<file path="config.mk">
export PLATFORM = sky130hd
export DESIGN_NAME = mc_ctrl
export DESIGN_NICKNAME = d
export VERILOG_FILES = /design/src/rtl/mc_ctrl.sv
export SDC_FILE = /design/constraint.sdc
export NUM_CORES = 1
export LEC_CHECK = 0
export CAP_MARGIN = 20
export CORE_MARGIN = 2
export CORE_UTILIZATION = 42
export CTS_BUF_LIST = sky130_fd_sc_hd__clkbuf_8
export CTS_CLUSTER_SIZE = 28
export DETAILED_ROUTE_END_ITERATION = 10
export PLACE_DENSITY = 0.84
export SYNTH_ARGS = -nofsm -noshare
export SYNTH_HDL_FRONTEND = slang
export SYNTH_SLANG_ARGS = --single-unit
</file>
<file path="constraint.sdc">
create_clock -name clk -period 2.49 [get_ports clk]
set_clock_uncertainty 0.2 [all_clocks]
set_input_delay 0.498 -clock clk [delete_from_list [all_inputs] [get_ports clk]]
set_output_delay 0.498 -clock clk [all_outputs]
set_load 0.05 [all_outputs]
</file>
<file path="src/rtl/mc_ctrl.sv">
// mc_ctrl: multi-cycle main control FSM for the MIPS core (fetch/decode/execute/memory/writeback).
// Define MC_CTRL_WAIT_EN to add the im_rdy/dm_rdy memory handshake ports and wait states.
module mc_ctrl (
    input  logic       clk,
    input  logic       reset,
    input  logic [5:0] op,
    input  logic [5:0] funct,
    input  logic       zero,
`ifdef MC_CTRL_WAIT_EN
    input  logic       im_rdy,
    input  logic       dm_rdy,
`endif
    output logic       ir_we,
    output logic       pc_we,
    output logic [1:0] npc_sel,
    output logic       rf_we,
    output logic [1:0] rf_wsel,
    output logic [1:0] rf_dsel,
    output logic [2:0] alu_op,
    output logic       alu_bsel,
    output logic       ext_op,
    output logic       dm_re,
    output logic       dm_we,
    output logic       illegal,
    output logic [3:0] state
);

    localparam logic [1:0] IFU_SEL_NORM       = 2'd0;
    localparam logic [1:0] IFU_SEL_RELATIVE   = 2'd1;
    localparam logic [1:0] IFU_SEL_IRRELATIVE = 2'd2;
    localparam logic [1:0] IFU_SEL_REGISTER   = 2'd3;

    localparam logic [2:0] ALU_ADD = 3'd0;
    localparam logic [2:0] ALU_SUB = 3'd1;
    localparam logic [2:0] ALU_OR  = 3'd2;
    localparam logic [2:0] ALU_LUI = 3'd3;

    typedef enum logic [3:0] {
        FETCH    = 4'd0,
        DECODE   = 4'd1,
        EXEC_R   = 4'd2,
        EXEC_I   = 4'd3,
        WB_ALU   = 4'd4,
        MEM_ADDR = 4'd5,
        MEM_RD   = 4'd6,
        WB_MEM   = 4'd7,
        MEM_WR   = 4'd8,
        BRANCH   = 4'd9,
        JUMP     = 4'd10
    } state_t;

    state_t state_q;
    logic   im_ok;
    logic   dm_ok;

`ifdef MC_CTRL_WAIT_EN
    assign im_ok = im_rdy;
    assign dm_ok = dm_rdy;
`else
    assign im_ok = 1'b1;
    assign dm_ok = 1'b1;
`endif

    logic is_rtype, is_addu, is_subu, is_jr, is_ori, is_lui;
    logic is_lw, is_sw, is_beq, is_j, is_jal;

    always_comb begin
        is_rtype = (op == 6'h00);
        is_addu  = is_rtype && (funct == 6'h21);
        is_subu  = is_rtype && (funct == 6'h23);
        is_jr    = is_rtype && (funct == 6'h08);
        is_ori   = (op == 6'h0D);
        is_lui   = (op == 6'h0F);
        is_lw    = (op == 6'h23);
        is_sw    = (op == 6'h2B);
        is_beq   = (op == 6'h04);
        is_j     = (op == 6'h02);
        is_jal   = (op == 6'h03);
    end

    always_ff @(posedge clk or posedge reset) begin
        if (reset) begin
            state_q <= FETCH;
        end else begin
            case (state_q)
                FETCH:    if (im_ok) state_q <= DECODE;
                DECODE: begin
                    if (is_addu || is_subu)          state_q <= EXEC_R;
                    else if (is_ori || is_lui)       state_q <= EXEC_I;
                    else if (is_lw || is_sw)         state_q <= MEM_ADDR;
                    else if (is_beq)                 state_q <= BRANCH;
                    else if (is_j || is_jal || is_jr) state_q <= JUMP;
                    else                             state_q <= FETCH;
                end
                EXEC_R:   state_q <= WB_ALU;
                EXEC_I:   state_q <= WB_ALU;
                MEM_ADDR: state_q <= is_lw ? MEM_RD : MEM_WR;
                MEM_RD:   if (dm_ok) state_q <= WB_MEM;
                MEM_WR:   if (dm_ok) state_q <= FETCH;
                default:  state_q <= FETCH;
            endcase
        end
    end

    assign state = state_q;

    // Outputs decode from the current state and the latched op/funct; reset silences them all.
    always_comb begin
        ir_we    = 1'b0;
        pc_we    = 1'b0;
        npc_sel  = IFU_SEL_NORM;
        rf_we    = 1'b0;
        rf_wsel  = 2'd0;
        rf_dsel  = 2'd0;
        alu_op   = ALU_ADD;
        alu_bsel = 1'b0;
        ext_op   = 1'b0;
        dm_re    = 1'b0;
        dm_we    = 1'b0;
        illegal  = 1'b0;
        if (!reset) begin
            case (state_q)
                FETCH: ir_we = 1'b1;
                DECODE: begin
                    if (!(is_addu || is_subu || is_ori || is_lui || is_lw || is_sw ||
                          is_beq || is_j || is_jal || is_jr)) begin
                        illegal = 1'b1;
                        pc_we   = 1'b1;
                    end
                end
                EXEC_R: alu_op = is_subu ? ALU_SUB : ALU_ADD;
                EXEC_I: begin
                    alu_bsel = 1'b1;
                    alu_op   = is_lui ? ALU_LUI : ALU_OR;
                end
                WB_ALU: begin
                    rf_we   = 1'b1;
                    rf_wsel = is_rtype ? 2'd1 : 2'd0;
                    pc_we   = 1'b1;
                end
                MEM_ADDR, MEM_RD, MEM_WR: begin
                    alu_bsel = 1'b1;
                    ext_op   = 1'b1;
                    dm_re    = (state_q == MEM_RD);
                    dm_we    = (state_q == MEM_WR);
                    pc_we    = (state_q == MEM_WR) && dm_ok;
                end
                WB_MEM: begin
                    rf_we   = 1'b1;
                    rf_dsel = 2'd1;
                    pc_we   = 1'b1;
                end
                BRANCH: begin
                    alu_op  = ALU_SUB;
                    pc_we   = 1'b1;
                    npc_sel = zero ? IFU_SEL_RELATIVE : IFU_SEL_NORM;
                end
                JUMP: begin
                    pc_we = 1'b1;
                    if (is_jr) begin
                        npc_sel = IFU_SEL_REGISTER;
                    end else begin
                        npc_sel = IFU_SEL_IRRELATIVE;
                        if (is_jal) begin
                            rf_we   = 1'b1;
                            rf_wsel = 2'd2;
                            rf_dsel = 2'd2;
                        end
                    end
                end
                default: ;
            endcase
        end
    end

endmodule

</file>
==> impl_results.md, run 1 <==
* Worst endpoint type: output port
* Clock buffer depth at 2
* Post-synth EDFFs at 0
* Largest cells by area after synthesis: dfrtp_1, clkbuf_8, nor2_1
* Stop stage: global routing
* Synth top area share at 0.1280
* Synthesized Nets at between 100 and 150
* Largest area contributor in the netlist: dfrtp_1
* I/O Buffers at 34
* Outcome: stopped before the end
* Clk sink count at 4
* Die width at about 47 um
* Largest net degree at the start of global routing at 17
* Syn Inst Count at 103
* Post-GRT worst EP: npc_sel[0]
* Post-synth cell types at 49
* Hpwl dp at 2.355 mm
* Asr flop ratio synth at 1.000
* Worst slack at placement at -0.4269 ns
* Die Height at roughly 47 um
* Yosys Warn Count at 0
* Initial Utilization at 0.4480
* Main synth FF type: dfrtp_1
* FF+latch count, synth at 4
* H-tree levels at 1
* Log Error: [ERROR DPL-0038] Utilization greater than 100%, impossible to legalize
* Mean post-synth cell area at 7.592 um^2
* Ports at 36
* Gpl congestion at 0.9089
* Post-Syn Area at 782.0 um^2
* Num rows at 15
* Clock root cell: clkbuf_8
* Post-synthesis sequential area ratio at 0.1280
* CTS buffer count at 3
==> cell families after synthesis <==
family / Yosys count / share of synthesized area
AO/OA/AOI/OAI: 25 / 0.2432
XOR/XNOR: 1 / 0.01120
buffers and inverters: 14 / 0.1312
flip-flops: 4 / 0.1280
multiplexers: 1 / 0.01440
other: 1 / 0.004795
AND/OR/NAND/NOR: 57 / 0.4672
==> Yosys cell counts, types with 2 or more instances <==
master / n
nor4b_1: 2
or4_4: 2
nor4_1: 6
nor2_1: 10
inv_1: 4
a31oi_1: 2
o211ai_1: 2
or2b_2: 2
clkbuf_1: 2
nor3_1: 7
nor3b_1: 2
dfrtp_1: 4
and3b_1: 2
buf_4: 3
nand3_1: 2
nand2b_1: 3
o21ai_0: 2
o22a_1: 2
nand2_1: 6
clkbuf_8: 3
a21oi_1: 5
and3_1: 3
==> what timing repair did <==
action	in CTS
gates resized for setup	57
buffers inserted	7
hold buffers	0
endpoints found under the setup margin	9
endpoints found under the hold margin	0
pin swaps	15
==> metrics by stage <==
| stage | std cells | area, um^2 |
|---|---|---|
| 4_1_cts | 187 | 1662 |
| 3_3_place_gp | 177 | 1531 |
| 2_1_floorplan | 103 | 887.1 |
| 3_5_place_dp | 177 | 1531 |
==> inputs of run 2 (changes only) <==
==> config.mk (replaced) <==
export PLATFORM = sky130hd
export DESIGN_NAME = mc_ctrl
export DESIGN_NICKNAME = d
export VERILOG_FILES = /design/src/rtl/mc_ctrl.sv
export SDC_FILE = /design/constraint.sdc
export NUM_CORES = 1
export LEC_CHECK = 0
export CAP_MARGIN = 20
export CORE_AREA = 2 2 63 65
export DETAILED_ROUTE_END_ITERATION = 10
export DIE_AREA = 0 0 65 67
export PLACE_DENSITY_LB_ADDON = 0.15
export SYNTH_ARGS = -nofsm -noshare
export SYNTH_HDL_FRONTEND = slang
export SYNTH_SLANG_ARGS = --single-unit
==> run 2 against run 1 <==
  * Synthesized cell count unchanged
  * The flow now finishes, with violations (negative setup slack)
  * Area after synthesis unchanged
==> impl_results.md, run 2 <==
* Tightest Pin Transition at around 0.5 ns
* Reg2reg setup slack at approximately 0.8 ns
* DRT Pass-1 Iters at 4
* Violated checks: negative setup slack
* Post-Syn Area at 782.0 um^2
* Final #Nets at between 150 and 200
* Vias post-DR at 1,004
* Initial Utilization at 0.2169
* Clock root cell: clkbuf_8
* Die Height at 67 um
* Max Cap Viol at 0
* Ports at 36
* Critical-path maximum fanout at 2
* Congestion Overflow GR at 0
* FF+latch count, synth at 4
* CP Data Arrival Time at ~1.8 ns
* Pleak at 0.6426 nW
* Setup crit start kind: input pin
* Initial antenna violation count at 0
* Crit path from: funct[1]
* Asr flop ratio synth at 1.000
* Slowest CP cell: or4b_4
* Clock Latency Late Sink at 0.22 ns
* Gpl congestion at 0.7914
* Number of global-route vias before repair at about 1,000
* Synthesized Nets at 118
* Synth Area in Simple Gates at 0.4672
* TritonCTS clock tree: done
* Post-Synth Adder-Cell Area at 0
* Worst min-delay path class: input pin to flop
* Total global-route track usage at 0.1311
* Synth top cells by count: nor2_1, nor3_1, nand2_1, nor4_1, a21oi_1
* Max Freq at 393.6 MHz
* Hpwl dp at 2.183 mm
* WP buf/inv at 2
* Setup TNS at -0.06801 ns
* Clk sink count at 4
* Initial drt markers at roughly 40
* Crit path depth at 6
* Antenna Violating Nets Remaining at 0
* Via-to-Cell Ratio at 4.898
* Most frequent cells in the layout: buf_4, buf_12, nand2_1, nor2_1, clkdlybuf4s50_1
* Area growth, synth to finish at 113.1%
* CP Cell Sequence: buf_6, or4b_4, nor4_4, a31oi_2, nor3_4, buf_12
* I/O Buffers at 34
* Final hold vios at 0
* Critical path's top delay family: simple AND/OR/NAND/NOR gates
* Die Footprint at 4355 um^2
* R2R cell count at 4
* Post-synth cell types at 49
* Number of remaining DRC errors at 0
* RSZ-0062 raised after global routing: yes
* H-tree levels at 1
* Clock slew seen by the registers of the worst setup and hold paths at 0.03 ns
* Die width at 65 um
* Mux contribution to synthesized area at 0.01440
* Num rows at 22
* Type of the worst setup path: input pin to primary output
* Routed len/inst at 13.39 um
* Hold buffers post-CTS at 0
* Synth Area in XOR/XNOR at 0.01120
* Final min period at 2.541 ns
* Largest cells by area after synthesis: dfrtp_1, clkbuf_8, nor2_1
* CP Capture Type: primary output
* Yosys Warn Count at 0
* Synth Area in Compound Gates at 0.2432
* Worst R2R End: state[2]$_DFF_PP0_
* Clock buffer depth at 2
* Worst vdd ir at 0.0003479 V
* Largest net degree at the start of global routing at 17
* Largest area contributor in the netlist: dfrtp_1
* Pins Over Slew Limit at 0
* Final setup viols at 2
* Fraction of layout cells with a size suffix above 1 at 0.5924
* Slew HR at 0.6649
* RR Startpoint: state[1]$_DFF_PP0_
* Commonest non-fill, non-tap cell in the layout: buf_4
* Most frequent cell after synthesis: nor2_1
* Pwr dens at 602.9 nW/um^2
* CTS buffer count at 3
* Main combinational cell family by area after synthesis: simple AND/OR/NAND/NOR gates
* Mean post-synth cell area at 7.592 um^2
* First-pass GRT wire length at approximately 4.5 mm
* Worst endpoint required time at between 1.5 and 2 ns
* Diode count at 0
* Core Region at 3606 um^2
* Util after Layout at 0.4622
* Crit path to: npc_sel[0]
* Outcome: finished, violations left
* Synth top area share at 0.1280
* Routed WL at 2.744 mm
* Post-synthesis sequential area ratio at 0.1280
* Main synth FF type: dfrtp_1
* Critical Path Max Stage Delay at roughly 0.55 ns
* Largest register FFs at 4
* Worst slack at placement at -0.4100 ns
* Worst setup margin at -0.05088 ns
* Post-synth EDFFs at 0
* Period utilisation layout at 1.020
* Syn Inst Count at 103
[run 2: cell counts after synthesis]
Identical to the previous run, type by type.
[run 2: cell families after synthesis]
kind of cell / after synthesis
multiplexers: 1
AO/OA/AOI/OAI: 25
other: 1
AND/OR/NAND/NOR: 57
flip-flops: 4
XOR/XNOR: 1
buffers and inverters: 14
[run 2: how the worst min path moves through the flow]
stage / from / to / slack (ns) / depth (start not counted)
floorplan: op[4] / state[0]$_DFF_PP0_ / 0.39 / 1
global placement: state[3]$_DFF_PP0_ / state[2]$_DFF_PP0_ / 0.51 / 2
detailed placement: state[3]$_DFF_PP0_ / state[2]$_DFF_PP0_ / 0.53 / 2
CTS: op[4] / state[0]$_DFF_PP0_ / 0.42 / 3
global route: op[4] / state[0]$_DFF_PP0_ / 0.45 / 3
finish: op[4] / state[0]$_DFF_PP0_ / 0.43 / 3
[run 2: what timing repair did]
item	in CTS	in global routing
gates resized for setup	52	10
endpoints found under the setup margin	8	6
setup buffers	2	0
pin swaps	13	6
[run 2: worst min-delay path: cells and delay by family]
family	cells	cell delay (ns)
AOI/OAI and AO/OA	1	0.08
buffers and inverters	2	0.22
[run 2: through the flow]
step | std cells | hold slack [ns] | total power [mW] | instance area, um^2
floorplan | 103 | 0.3920 | 0.5584 | 887.1
global placement | 201 | 0.5129 | 0.8365 | 1568
detailed placement | 201 | 0.5282 | 0.8377 | 1568
CTS | 205 | 0.4232 | 0.9877 | 1618
global route | 205 | 0.4538 | 1.072 | 1667
finish | 205 | 0.4334 | 1.005 | 1667
[run 2: power breakdown]
group          switching (mW)  total (mW)  internal [mW]
combinational           0.414       0.737          0.323
sequential             0.0476       0.133         0.0856
clock                  0.0317       0.135          0.103
[run 2: layer usage]
metal	part of all wire	global-route usage	vias to the layer above
met4	0	0.02394	0
met2	0.51	0.2358	32
met3	0.042	0.03378	0
met1	0.45	0.1573	465
li1	-	-	507
met5	0	0	-
[run 2: layout make-up]
class / count / area [um^2]
Sequential cell: 4 / 105.1
Tap cell: 48 / 60.06
Multi-Input combinational cell: 85 / 750.7
Clock buffer: 3 / 41.29
Timing Repair Buffer: 61 / 694.4
Inverter: 4 / 15.01
Fill cell: 359 / 1939
No activity file was read; power rests on OpenSTA's default activity.
